**src/rtl/wb_irq_ctrl_if.sv**
```systemverilog
// rtl/wb_irq_ctrl_if.sv - pipelined Wishbone bus bundle for the interrupt controller
interface wb_irq_ctrl_if;
  logic        cyc_i;
  logic        stb_i;
  logic        we_i;
  logic [4:0]  adr_i;
  logic [3:0]  sel_i;
  logic [31:0] dat_i;
  logic [31:0] dat_o;
  logic        ack_o;
  logic        stall_o;

  modport master (
    output cyc_i, stb_i, we_i, adr_i, sel_i, dat_i,
    input  dat_o, ack_o, stall_o
  );

  modport slave (
    input  cyc_i, stb_i, we_i, adr_i, sel_i, dat_i,
    output dat_o, ack_o, stall_o
  );
endinterface

```
**src/rtl/wb_irq_ctrl.sv**
```systemverilog
// rtl/wb_irq_ctrl.sv - Wishbone interrupt controller with edge/level sources and claim
module wb_irq_ctrl #(
  parameter int NUM_IRQ = 8
) (
  input  logic               clk_i,
  input  logic               rst_i,
  wb_irq_ctrl_if.slave       bus,
  input  logic [NUM_IRQ-1:0] irq_i,
  output logic               irq_o
);

  logic [NUM_IRQ-1:0] pending_q, pending_d;
  logic [NUM_IRQ-1:0] enable_q, enable_d;
  logic [NUM_IRQ-1:0] mode_q, mode_d;
  logic [NUM_IRQ-1:0] irq_d_q, irq_d_d;
  logic               ack_q, ack_d;
  logic [31:0]        rdata_q, rdata_d;

  logic               req, wr, rd;
  logic [2:0]         reg_idx;
  logic [31:0]        wmask;
  logic [NUM_IRQ-1:0] wdat_n, wm_n;
  logic [NUM_IRQ-1:0] active, claim_onehot, w1c, claim_clr, edge_set;
  logic [31:0]        claim32, pend32, en32, mode32, raw32;
  logic               unused_bits;

  assign req     = bus.cyc_i & bus.stb_i;
  assign wr      = req & bus.we_i;
  assign rd      = req & ~bus.we_i;
  assign reg_idx = bus.adr_i[4:2];
  assign wmask   = {{8{bus.sel_i[3]}}, {8{bus.sel_i[2]}}, {8{bus.sel_i[1]}}, {8{bus.sel_i[0]}}};
  assign wdat_n  = bus.dat_i[NUM_IRQ-1:0];
  assign wm_n    = wmask[NUM_IRQ-1:0];

  assign unused_bits = &{1'b0, bus.adr_i[1:0], bus.dat_i, wmask};

  assign active   = pending_q & enable_q;
  assign edge_set = irq_i & ~irq_d_q;

  // Lowest-numbered active source: descending scan so the smallest index is written last
  always_comb begin
    claim32      = '0;
    claim_onehot = '0;
    for (int k = NUM_IRQ - 1; k >= 0; k--) begin
      if (active[k]) begin
        claim32         = 32'(k + 1);
        claim_onehot    = '0;
        claim_onehot[k] = 1'b1;
      end
    end
  end

  // Zero-extend register views so bits at NUM_IRQ and above read as 0
  always_comb begin
    pend32 = '0;
    en32   = '0;
    mode32 = '0;
    raw32  = '0;
    pend32[NUM_IRQ-1:0] = pending_q;
    en32[NUM_IRQ-1:0]   = enable_q;
    mode32[NUM_IRQ-1:0] = mode_q;
    raw32[NUM_IRQ-1:0]  = irq_i;
  end

  // Next-state: register writes, pending update (set beats clear), registered read data
  always_comb begin
    enable_d = enable_q;
    mode_d   = mode_q;
    if (wr && reg_idx == 3'd1) enable_d = (enable_q & ~wm_n) | (wdat_n & wm_n);
    if (wr && reg_idx == 3'd2) mode_d   = (mode_q & ~wm_n) | (wdat_n & wm_n);

    w1c       = (wr && reg_idx == 3'd0) ? (wdat_n & wm_n) : '0;
    claim_clr = (rd && reg_idx == 3'd3) ? claim_onehot : '0;

    // Edge sources latch rising edges; level sources simply follow the line
    pending_d = (mode_q & (edge_set | (pending_q & ~(w1c | claim_clr))))
              | (~mode_q & irq_i);
    irq_d_d   = irq_i;
    ack_d     = req;

    rdata_d = '0;
    if (rd) begin
      case (reg_idx)
        3'd0:    rdata_d = pend32;
        3'd1:    rdata_d = en32;
        3'd2:    rdata_d = mode32;
        3'd3:    rdata_d = claim32;
        3'd4:    rdata_d = raw32;
        default: rdata_d = '0;
      endcase
    end
  end

  // State registers; reset also drops any request accepted in the reset cycle
  always_ff @(posedge clk_i) begin
    if (rst_i) begin
      pending_q <= '0;
      enable_q  <= '0;
      mode_q    <= '0;
      irq_d_q   <= '0;
      ack_q     <= 1'b0;
      rdata_q   <= '0;
    end else begin
      pending_q <= pending_d;
      enable_q  <= enable_d;
      mode_q    <= mode_d;
      irq_d_q   <= irq_d_d;
      ack_q     <= ack_d;
      rdata_q   <= rdata_d;
    end
  end

  assign bus.ack_o   = ack_q;
  assign bus.dat_o   = rdata_q;
  assign bus.stall_o = 1'b0;
  assign irq_o       = |(pending_q & enable_q);

endmodule

```
**src/flat_wrapper.sv**
```systemverilog
// flat-port wrapper written by rule: the top's interface ports become plain ports
module wb_irq_ctrl_flat 
#(
  parameter int NUM_IRQ = 8
)
  (clk_i, rst_i, irq_i, irq_o, bus_cyc_i, bus_stb_i, bus_we_i, bus_adr_i, bus_sel_i, bus_dat_i, bus_dat_o, bus_ack_o, bus_stall_o);
  wb_irq_ctrl_if bus_i ();
  input  logic clk_i;
  input  logic rst_i;
  input  logic [NUM_IRQ-1:0] irq_i;
  output logic irq_o;
  input wire logic [$bits(bus_i.cyc_i)-1:0] bus_cyc_i;
  input wire logic [$bits(bus_i.stb_i)-1:0] bus_stb_i;
  input wire logic [$bits(bus_i.we_i)-1:0] bus_we_i;
  input wire logic [$bits(bus_i.adr_i)-1:0] bus_adr_i;
  input wire logic [$bits(bus_i.sel_i)-1:0] bus_sel_i;
  input wire logic [$bits(bus_i.dat_i)-1:0] bus_dat_i;
  output wire logic [$bits(bus_i.dat_o)-1:0] bus_dat_o;
  output wire logic [$bits(bus_i.ack_o)-1:0] bus_ack_o;
  output wire logic [$bits(bus_i.stall_o)-1:0] bus_stall_o;
  assign bus_i.cyc_i = bus_cyc_i;
  assign bus_i.stb_i = bus_stb_i;
  assign bus_i.we_i = bus_we_i;
  assign bus_i.adr_i = bus_adr_i;
  assign bus_i.sel_i = bus_sel_i;
  assign bus_i.dat_i = bus_dat_i;
  assign bus_dat_o = bus_i.dat_o;
  assign bus_ack_o = bus_i.ack_o;
  assign bus_stall_o = bus_i.stall_o;
  wb_irq_ctrl #(.NUM_IRQ(NUM_IRQ)) u_core (.clk_i(clk_i), .rst_i(rst_i), .bus(bus_i), .irq_i(irq_i), .irq_o(irq_o));
endmodule
```
**config.mk**
```make
export PLATFORM = sky130hd
export DESIGN_NAME = wb_irq_ctrl_flat
export DESIGN_NICKNAME = d
export VERILOG_FILES = /design/src/rtl/wb_irq_ctrl_if.sv /design/src/rtl/wb_irq_ctrl.sv /design/src/flat_wrapper.sv
export SDC_FILE = /design/constraint.sdc
export NUM_CORES = 1
export LEC_CHECK = 0
export ABC_AREA = 1
export CORE_AREA = 2 2 65 97
export CTS_BUF_LIST = sky130_fd_sc_hd__clkbuf_8 sky130_fd_sc_hd__clkbuf_16
export CTS_CLUSTER_DIAMETER = 60
export DETAILED_ROUTE_END_ITERATION = 16
export DIE_AREA = 0 0 67 99
export PLACE_DENSITY = 0.76
export SYNTH_ARGS = -nofsm -noshare
export SYNTH_HDL_FRONTEND = slang
export SYNTH_SLANG_ARGS = --single-unit
export TNS_END_PERCENT = 1
```
**constraint.sdc**
```tcl
create_clock -name clk_i -period 1.1 [get_ports clk_i]
set_clock_uncertainty 0.15 [all_clocks]
set_input_delay 0.22 -clock clk_i [delete_from_list [all_inputs] [get_ports clk_i]]
set_output_delay 0.22 -clock clk_i [all_outputs]
set_load 0.01 [all_outputs]
```
==> results of run 1 <==
final cells by class:
cell class	instances	area (um^2)
fill	570	2730
multi-input combinational	238	1170
sequential	41	840
timing repair buffer	82	699
inverter	35	144
tap	72	90.1
clock buffer	5	68.8
clock inverter	3	46.3
worst max-delay path, stage by stage, from the launching register on:
cell and delay, ps:
dfxtp_2 330, nand2_2 80, nand2_2 80, nor2_4 130
nand3_2 90, buf_6 130
repair_timing:
action / CTS / global route
pin swaps: 6 / 7
setup endpoints to repair: 42 / 42
setup buffers: 6 / 0
resized for setup: 98 / 14
worst paths after layout:
kind	start	to	cells past startpoint
worst max-delay path	u_core.pending_q[6]$_SDFF_PP0_	irq_o	5
worst min-delay path	bus_stb_i	u_core.bus.ack_o$_SDFF_PP0_	4
worst max register to register	flop	u_core.bus.dat_o[3]$_SDFF_PP0_	9
worst min register to register	u_core.irq_d_q[7]$_SDFF_PP0_	u_core.pending_q[7]$_SDFF_PP0_	3
power groups by stage:
stage	logic (mW)	clock network, mW	registers, mW
2_1_floorplan	0.265	0	1.57
5_1_grt	0.476	1.32	1.55
6_report	0.440	1.23	1.54
4_1_cts	0.430	1.24	1.54
3_3_place_gp	0.416	0	1.57
3_5_place_dp	0.421	0	1.57
placed cells by master, fill, tap and decap left out:
master,instances
nand2_1,58
clkdlybuf4s15_1,1
nor2_4,4
clkbuf_8,5
nor2_1,52
a21oi_2,2
clkinvlp_4,1
buf_2,8
buf_6,8
inv_1,24
o22ai_2,2
nand3_4,1
bufinv_16,1
dfxtp_2,15
nand4_1,7
a21oi_1,9
nor3_1,3
clkdlybuf4s50_1,16
conb_1,25
buf_12,2
buf_4,42
nand3b_1,2
o21ai_0,10
inv_2,7
inv_4,3
o21ai_1,14
nand2_4,4
nand3_2,3
dlygate4sd2_1,5
clkinv_4,2
nand3_1,24
o22ai_1,1
nand2_2,13
nor2_8,1
nor2_2,3
dfxtp_1,26
metrics by stage:
stage | std cells | cell area [um^2] | setup TNS (ps)
2_1_floorplan | 346 | 2310 | -1080
3_3_place_gp | 462 | 2830 | -23060
3_5_place_dp | 462 | 2830 | -23820
4_1_cts | 476 | 3030 | -2220
5_1_grt | 476 | 3060 | -4230
6_report | 476 | 3060 | -2110
cells by family (layout without fill, tap and decap cells):
family / count (synthesis) / after routing
AOI/OAI and AO/OA: 38 / 38
and+or+nand+nor: 175 / 175
other: 1 / 25
DFF: 41 / 41
buffers and inverters: 67 / 125
layer usage:
metal,routed length (um),vias to the layer above,track usage
li1,-,1127,-
met2,3240,94,0.365
met1,2300,1051,0.213
met3,347,19,0.0274
met5,0,-,0
met4,249,0,0.115
==> results.py, run 1 <==
metrics = {
    "clock_tree": {
        "clock-root-buffer": "clkbuf_8",
        "post_cts_hold_buffer_count": 0,
        "cts_made_buffers": 5,
        "clk_pin_slew_ps": 80,
        "clockBufferDepth": 2,
        "clock_sinks": 41,
        "cts_tree": "done",
        "clkLatencyLatePin_ps": 300,
        "htreeDepth": 2,
    },
    "synth": {
        "synth_top_family_by_area": "simple AND/OR/NAND/NOR gates",
        "synth-compound-area-share": 0.0889,
        "synth_top_area_frac": 0.376,
        "synth_area_um2": 2180,
        "async_flop_share": 0,
        "synth-simple-area-share": 0.362,
        "yosysSeqAreaShare": 0.376,
        "synth_mux_area_frac": 0,
        "yosys_register_bits": 41,
        "yosysMostFrequentCell": "nand2_1",
        "synth_edf_count": 0,
        "synth_xor_area_frac": 0,
        "syn_inst": 322,
        "synth_fa_ha_area_frac": 0,
        "syn_avg_cell_area_um2": 6.77,
        "ys_types": 26,
        "synth_flop_cell": "dfxtp_1",
        "synth_warnings": 0,
        "synthTopCellsByCount": "nand2_1 (71), nor2_1 (57), dfxtp_1 (41), inv_1 (27), buf_4 (26)",
        "synth_area_leaders": "dfxtp_1 (38%), nand2_1 (12%), nor2_1 (9.8%)",
        "synth_top_area_cell": "dfxtp_1",
    },
    "placed_design": {
        "port_buffers": 34,
        "finalWeightedCongestion": 0.890,
        "pre_cts_ws_ps": -740,
        "hpwl_mm": 4.57,
    },
    "timing": {
        "fin_crit_sh": 1.37,
        "hold_violations": 0,
        "whs_ps": 263,
        "finalSetupViolations": 24,
        "maxSlewViolCount": 0,
        "rsz0062_at_grt": "yes",
        "period_needed_ps": 1510,
        "fin_ws_ps": -409,
        "fmax_mhz": 663,
    },
    "detailed_routing": {
        "wl_per_cell_um": 12.9,
        "drt-total-wl_mm": 6.13,
        "antenna_left": 0,
        "drt_iter0_markers": 99,
        "drcViolationCount": 0,
        "viasPerCell": 4.81,
        "dr.pass1.iters": 4,
        "vias": 2291,
    },
    "setup_path": {
        "worstSetupEndpointType": "output pin",
        "regToRegSetupSlack_ps": -360,
        "crit_type": "reg -> out",
        "cp.required_ps": 730,
        "worstPathArrival_ps": 1140,
        "worstPathMaxFanout": 2,
        "start_kind": "flop",
    },
    "cells_and_area": {
        "final_nets": 457,
        "num_antenna_cells": 0,
        "area_growth_syn_to_layout_pct": 40.3,
        "fin_util": 0.529,
        "drive_above_1_share": 0.314,
    },
    "grt": {
        "grt_util_all_layers": 0.201,
        "antenna_found_initial": 0,
        "gr-total-overflow": 0,
        "grt_pass1_wl_mm": 10.2,
        "grt_max_degree": 17,
        "grt_pass1_vias": 2256,
    },
    "power": {
        "switchingPower_uw": 813,
        "ir_drop_mv": 0.648,
        "power_frac_seq": 0.480,
        "p_int_mw": 2.40,
        "finalPower_mw": 3.22,
        "p_leak_nw": 1.48,
        "switching_share": 0.253,
        "power_frac_clock": 0.383,
        "pwr-share-comb": 0.137,
        "powerDensity_nw_per_um2": 1050,
    },
    "floorplan": {
        "ioPinCount": 89,
        "initial_utilization": 0.377,
        "die_h_um": 99,
        "die_w_um": 67,
        "core_area_um2": 5790,
        "die-area_um2": 6630,
        "num_rows": 34,
    },
    "job": {
        "maxCapViolations": 0,
    },
    "outcome": {
        "status": "finished, violations left",
        "violations": "setup timing",
    },
    "min_path": {
        "hold_class": "in -> reg",
    },
}
No activity file was read; power rests on OpenSTA's default activity.
==> run 2: changes to the inputs <==
Settings changed: CTS_CLUSTER_SIZE from default to 14.
==> results of run 2 <==
Same layout as run 1: the final DEF is identical, and so are final timing and power.
==> run 3: changes to the inputs <==
Settings changed: GPL_TIMING_DRIVEN from default to 0.
==> run 3 against run 2 <==
  * The flow still finishes with violations (setup timing)
  * Sequential power about the same
  * Critical path depth unchanged
  * Setup slack improved by 12 ps
  * Core utilization decreased by 1.4 points
  * Count of clock-buffer cells in the layout increased by 1
  * Largest cell class unchanged
==> results.py, run 3 (same netlist as run 1, synthesis figures left out) <==
metrics = {
    "clock_tree": {
        "post_cts_hold_buffer_count": 0,
        "clock-root-buffer": "clkbuf_8",
        "htreeDepth": 2,
        "clkLatencyLatePin_ps": 290,
        "cts_made_buffers": 5,
        "clockBufferDepth": 2,
        "clk_pin_slew_ps": 80,
        "clock_sinks": 41,
        "cts_tree": "done",
    },
    "detailed_routing": {
        "wl_per_cell_um": 12.8,
        "drt_iter0_markers": 100,
        "drt-total-wl_mm": 5.99,
        "viasPerCell": 4.71,
        "vias": 2210,
        "dr.pass1.iters": 4,
        "antenna_left": 0,
        "drcViolationCount": 0,
    },
    "power": {
        "power_frac_clock": 0.388,
        "switchingPower_uw": 776,
        "finalPower_mw": 3.22,
        "powerDensity_nw_per_um2": 1080,
        "pwr-share-comb": 0.132,
        "p_leak_nw": 1.49,
        "switching_share": 0.241,
        "ir_drop_mv": 0.641,
        "power_frac_seq": 0.480,
        "p_int_mw": 2.45,
    },
    "grt": {
        "grt_max_degree": 13,
        "antenna_found_initial": 0,
        "grt_util_all_layers": 0.186,
        "gr-total-overflow": 0,
        "grt_pass1_wl_mm": 9.52,
        "grt_pass1_vias": 2134,
    },
    "outcome": {
        "violations": "setup timing",
        "status": "finished, violations left",
    },
    "cells_and_area": {
        "drive_above_1_share": 0.270,
        "num_antenna_cells": 0,
        "final_nets": 450,
        "final_cell_mix": "nand2_1 (59), nor2_1 (55), buf_4 (37)",
        "design_area_um2": 2980,
        "layout_commonest_cell": "nand2_1",
        "n_fill_cell": 582,
        "area_growth_syn_to_layout_pct": 36.7,
    },
    "setup_path": {
        "worstSetupEndpointType": "output pin",
        "cp_slowest_stage_delay_ps": 370,
        "cp_top_family": "flip-flops",
        "regToRegSetupSlack_ps": -150,
        "critPathBufInv": 2,
        "slowest_stage": "dfxtp_4",
        "worstPathMaxFanout": 3,
        "start_kind": "flop",
        "crit_type": "reg -> out",
        "cp_cell_sequence": "nand2_4 -> inv_2 -> nor2_4 -> nand3_2 -> buf_6",
        "cp.required_ps": 730,
        "worstPathArrival_ps": 1130,
    },
    "floorplan": {
        "num_rows": 34,
        "die_w_um": 67,
        "die_h_um": 99,
        "ioPinCount": 89,
        "die-area_um2": 6630,
        "core_area_um2": 5790,
        "initial_utilization": 0.377,
    },
    "timing": {
        "finalSetupViolations": 33,
        "hold_violations": 0,
        "period_needed_ps": 1500,
        "fin_ws_ps": -397,
        "fin_crit_sh": 1.36,
        "maxSlewViolCount": 0,
        "rsz0062_at_grt": "yes",
        "whs_ps": 119,
        "tns_ps": -5900,
        "fmax_mhz": 668,
    },
    "placed_design": {
        "finalWeightedCongestion": 0.951,
        "placedInstanceArea_um2": 2710,
        "hpwl_mm": 4.39,
        "pre_cts_ws_ps": -897,
        "port_buffers": 31,
    },
    "min_path": {
        "hold_class": "in -> reg",
    },
    "job": {
        "maxCapViolations": 0,
    },
}
run 3: cell count changes in the layout (fill, tap and decap cells not counted), sizes merged:
cell           delta
clkbuf            +2
clkdlybuf4s15     -1
clkinvlp          -1
buf               -7
inv               +1
clkinv            -1
run 3: final timing paths:
path,startpoint,endpoint,depth (start not counted)
setup / recovery,flop,irq_o,5
hold / removal,rst_i,u_core.irq_d_q[0]$_SDFF_PP0_,2
setup reg to reg,flop,u_core.pending_q[3]$_SDFF_PP0_,7
hold reg to reg,u_core.irq_d_q[0]$_SDFF_PP0_,u_core.pending_q[0]$_SDFF_PP0_,3
run 3: stage by stage:
step                cells  utilization
global placement      449        0.468
finish                469        0.515
CTS                   466        0.506
detailed placement    449        0.468
global route          469        0.515
floorplan             346            -
run 3: cell type report:
cell class	count	area, um^2	share of cell area
buffer	32	249	0.0835
clock buffer	6	82.6	0.0277
clock inverter	2	33.8	0.0113
inverter	35	146	0.0491
multi-input combinational	238	1170	0.393
sequential	41	840	0.282
tap	72	90.1	0.0302
timing repair buffer	43	369	0.124
run 3: per-layer routing:
layer,vias to the layer above,routed length [um],track usage
met1,966,2240,0.197
met4,0,216,0.107
met5,-,0,0
li1,1123,-,-
met3,22,457,0.0240
met2,99,3080,0.337
run 3: power by group through the flow:
stage	Combinational, mW	Clock [mW]	Sequential, mW
floorplan	0.265	0	1.57
global placement	0.405	0	1.58
detailed placement	0.409	0	1.58
CTS	0.417	1.27	1.55
global route	0.465	1.31	1.55
finish	0.425	1.25	1.55
run 3: what timing repair did:
item | CTS | global route
resized for setup | 78 | 10
buffers inserted | 9 | 3
hold endpoints to repair | 0 | 0
pin swaps | 12 | 4
endpoints found under the setup margin | 42 | 42
==> patch, RTL diff (flow settings as in run 1) <==
`NUM_IRQ` is set to 8 in 2 places; all go to 4.
--- a/src/rtl/wb_irq_ctrl.sv
+++ b/src/rtl/wb_irq_ctrl.sv
@@ -1,5 +1,5 @@
 // rtl/wb_irq_ctrl.sv - Wishbone interrupt controller with edge/level sources and claim
 module wb_irq_ctrl #(
-  parameter int NUM_IRQ = 8
+  parameter int NUM_IRQ = 4
 ) (
   input  logic               clk_i,
--- a/src/flat_wrapper.sv
+++ b/src/flat_wrapper.sv
@@ -2,5 +2,5 @@
 module wb_irq_ctrl_flat 
 #(
-  parameter int NUM_IRQ = 8
+  parameter int NUM_IRQ = 4
 )
   (clk_i, rst_i, irq_i, irq_o, bus_cyc_i, bus_stb_i, bus_we_i, bus_adr_i, bus_sel_i, bus_dat_i, bus_dat_o, bus_ack_o, bus_stall_o);
Ports: changed (resized irq_i); port bits go from 89 to 85. No check against the original RTL was run, so the function may have changed too.
==> patch against run 1 <==
- routed wire length fell by 47%
- highest routed layer unchanged
- largest cell class unchanged
- non-clock buffer count fell by 32
- the run still ends with setup timing left
- critical path depth fell by 2
- worst setup slack improved by 200 ps
- final area fell by 42%
- register-to-register slack improved by 210 ps
- sequential cell count fell by 20
- total power fell by 50%
- synthesized area fell by 43%
- core utilization fell by 22 points
==> patch: results (changes against run 1) <==
FF-to-FF End: u_core.pending_q[3] (was u_core.bus.dat_o[3])
Worst setup startpoint: u_core.pending_q[2] (was u_core.pending_q[6])
Status: complete, but fails checks (unchanged)
Placed Cells: 304 (was 462)
Vias after detailed routing: 1272 (was 2291)
Failing checks: setup timing (unchanged)
Seq_cells: 21 (was 41)
Non-clk buf share: 23.8% (was 22.9%)
R2R depth: 7 (was 9)
Post-route cell area: 0.00177 mm² (was 0.00306 mm²)
CTS resizes: 71 (was 98)
Initial drt markers: 43 (was 99)
Register area: 429 µm² (was 840 µm²)
Largest net degree at the start of global routing: 12 (was 17)
Worst skew pair latency: 270 ps (was 300 ps)
Delay-heaviest family, CP: flip-flops (was simple AND/OR/NAND/NOR gates)
FILL cells: 636 (was 570)
Multi-input gate count: 146 (was 238)
Fin nets: 288 (was 457)
Total Wirelength: 3240 µm (was 6130 µm)
Compound-gate portion of the synthesized area: 4.84% (was 8.89%)
Via density per instance: 4.12 (was 4.81)
Total GRT Usage: 10.5% (was 20.1%)
# Post-CTS Setup Buffers: 1 (was 6)
Hold_ws: 169 ps (was 263 ps)
Clk cell area share: 2.55% (was 3.76%)
Cells after Synth: 187 (was 322)
Place WS: -692 ps (was -740 ps)
Layout cells sized above 1: 30.0% (was 31.4%)
Hold EP: u_core.bus.ack_o (unchanged)
Final setup vio count: 11 (was 24)
Global-route wire length before repair: 5260 µm (was 10200 µm)
Register area share after synthesis: 33.9% (was 37.6%)
Synth cell types: 17 (was 26)
Fin worst setup slack: -212 ps (was -409 ps)
Non-clk invs: 16 (was 35)
Non-clk bufs: 50 (was 82)
Synth area leaders: dfxtp_1, buf_4, nand2_1 (was dfxtp_1, nand2_1, nor2_1)
Leak: 0.866 nW (was 1.48 nW)
Critical Path Slowest Stage Cell: dfxtp_2 (unchanged)
Multi-input combinational area share: 40.7% (was 38.3%)
TritonCTS Buffers: 3 (was 5)
Port buffer count: 22 (was 34)
Max-cap violations: 0 (unchanged)
Reg-to-reg startpoint: u_core.pending_q[0]
Flop-to-flop setup slack: -150 ps (was -360 ps)
Post-synth top cells: nand2_1, nor2_1, buf_4 (was nand2_1, nor2_1, dfxtp_1)
VDD IR max: 0.294 mV (was 0.648 mV)
Placed inst area: 0.00162 mm² (was 0.00283 mm²)
Worst hold path depth: 3 (was 4)
CTS H-Tree Depth: 1 (was 2)
Worst hold path type: input port to flop (unchanged)
Worst-path clk slew: 80 ps (about the same)
Crit Path Max Fanout: 3 (was 2)
Post-route setup TNS: -725 ps (was -2110 ps)
GPL Wtd Cong: 0.915 (was 0.890)
Vias in the first global route: 1234 (was 2256)
CP arrival: 940 ps (was 1140 ps)
Final HPWL from detailed placement: 2600 µm (was 4570 µm)
-- patch: cell count changes after synthesis, moves of 3 or more --
cell and change:
buf_4 +3, o22ai_1 -3, inv_2 -6, inv_1 -13, nor2_1 -23, a21oi_1 -8
dfxtp_1 -20, nand2_1 -31, o21ai_0 -7, nand3_1 -5, o21ai_1 -8
-- patch: worst reg2reg max path, stage by stage (launching register included) --
cell and delay, ps:
dfxtp_2 330, nand2_2 80, buf_4 130, inv_1 50, nor3_2 190, nand2_1 110, nand3_2 80, nand2_1 40
-- patch: power by group --
part	internal, mW	leakage (nW)	switching (mW)	total (mW)
combinational	0.122	0.665	0.168	0.290
clock	0.250	0.0269	0.265	0.515
sequential	0.781	0.174	0.0108	0.792
-- patch: layer usage --
| metal | global-route usage (%) | share of wire, % |
|---|---|---|
| met3 | 2.40 | 7.8 |
| met4 | 7.22 | 3.5 |
| met5 | 0 | 0 |
| met1 | 10.7 | 36 |
| met2 | 18.1 | 52 |
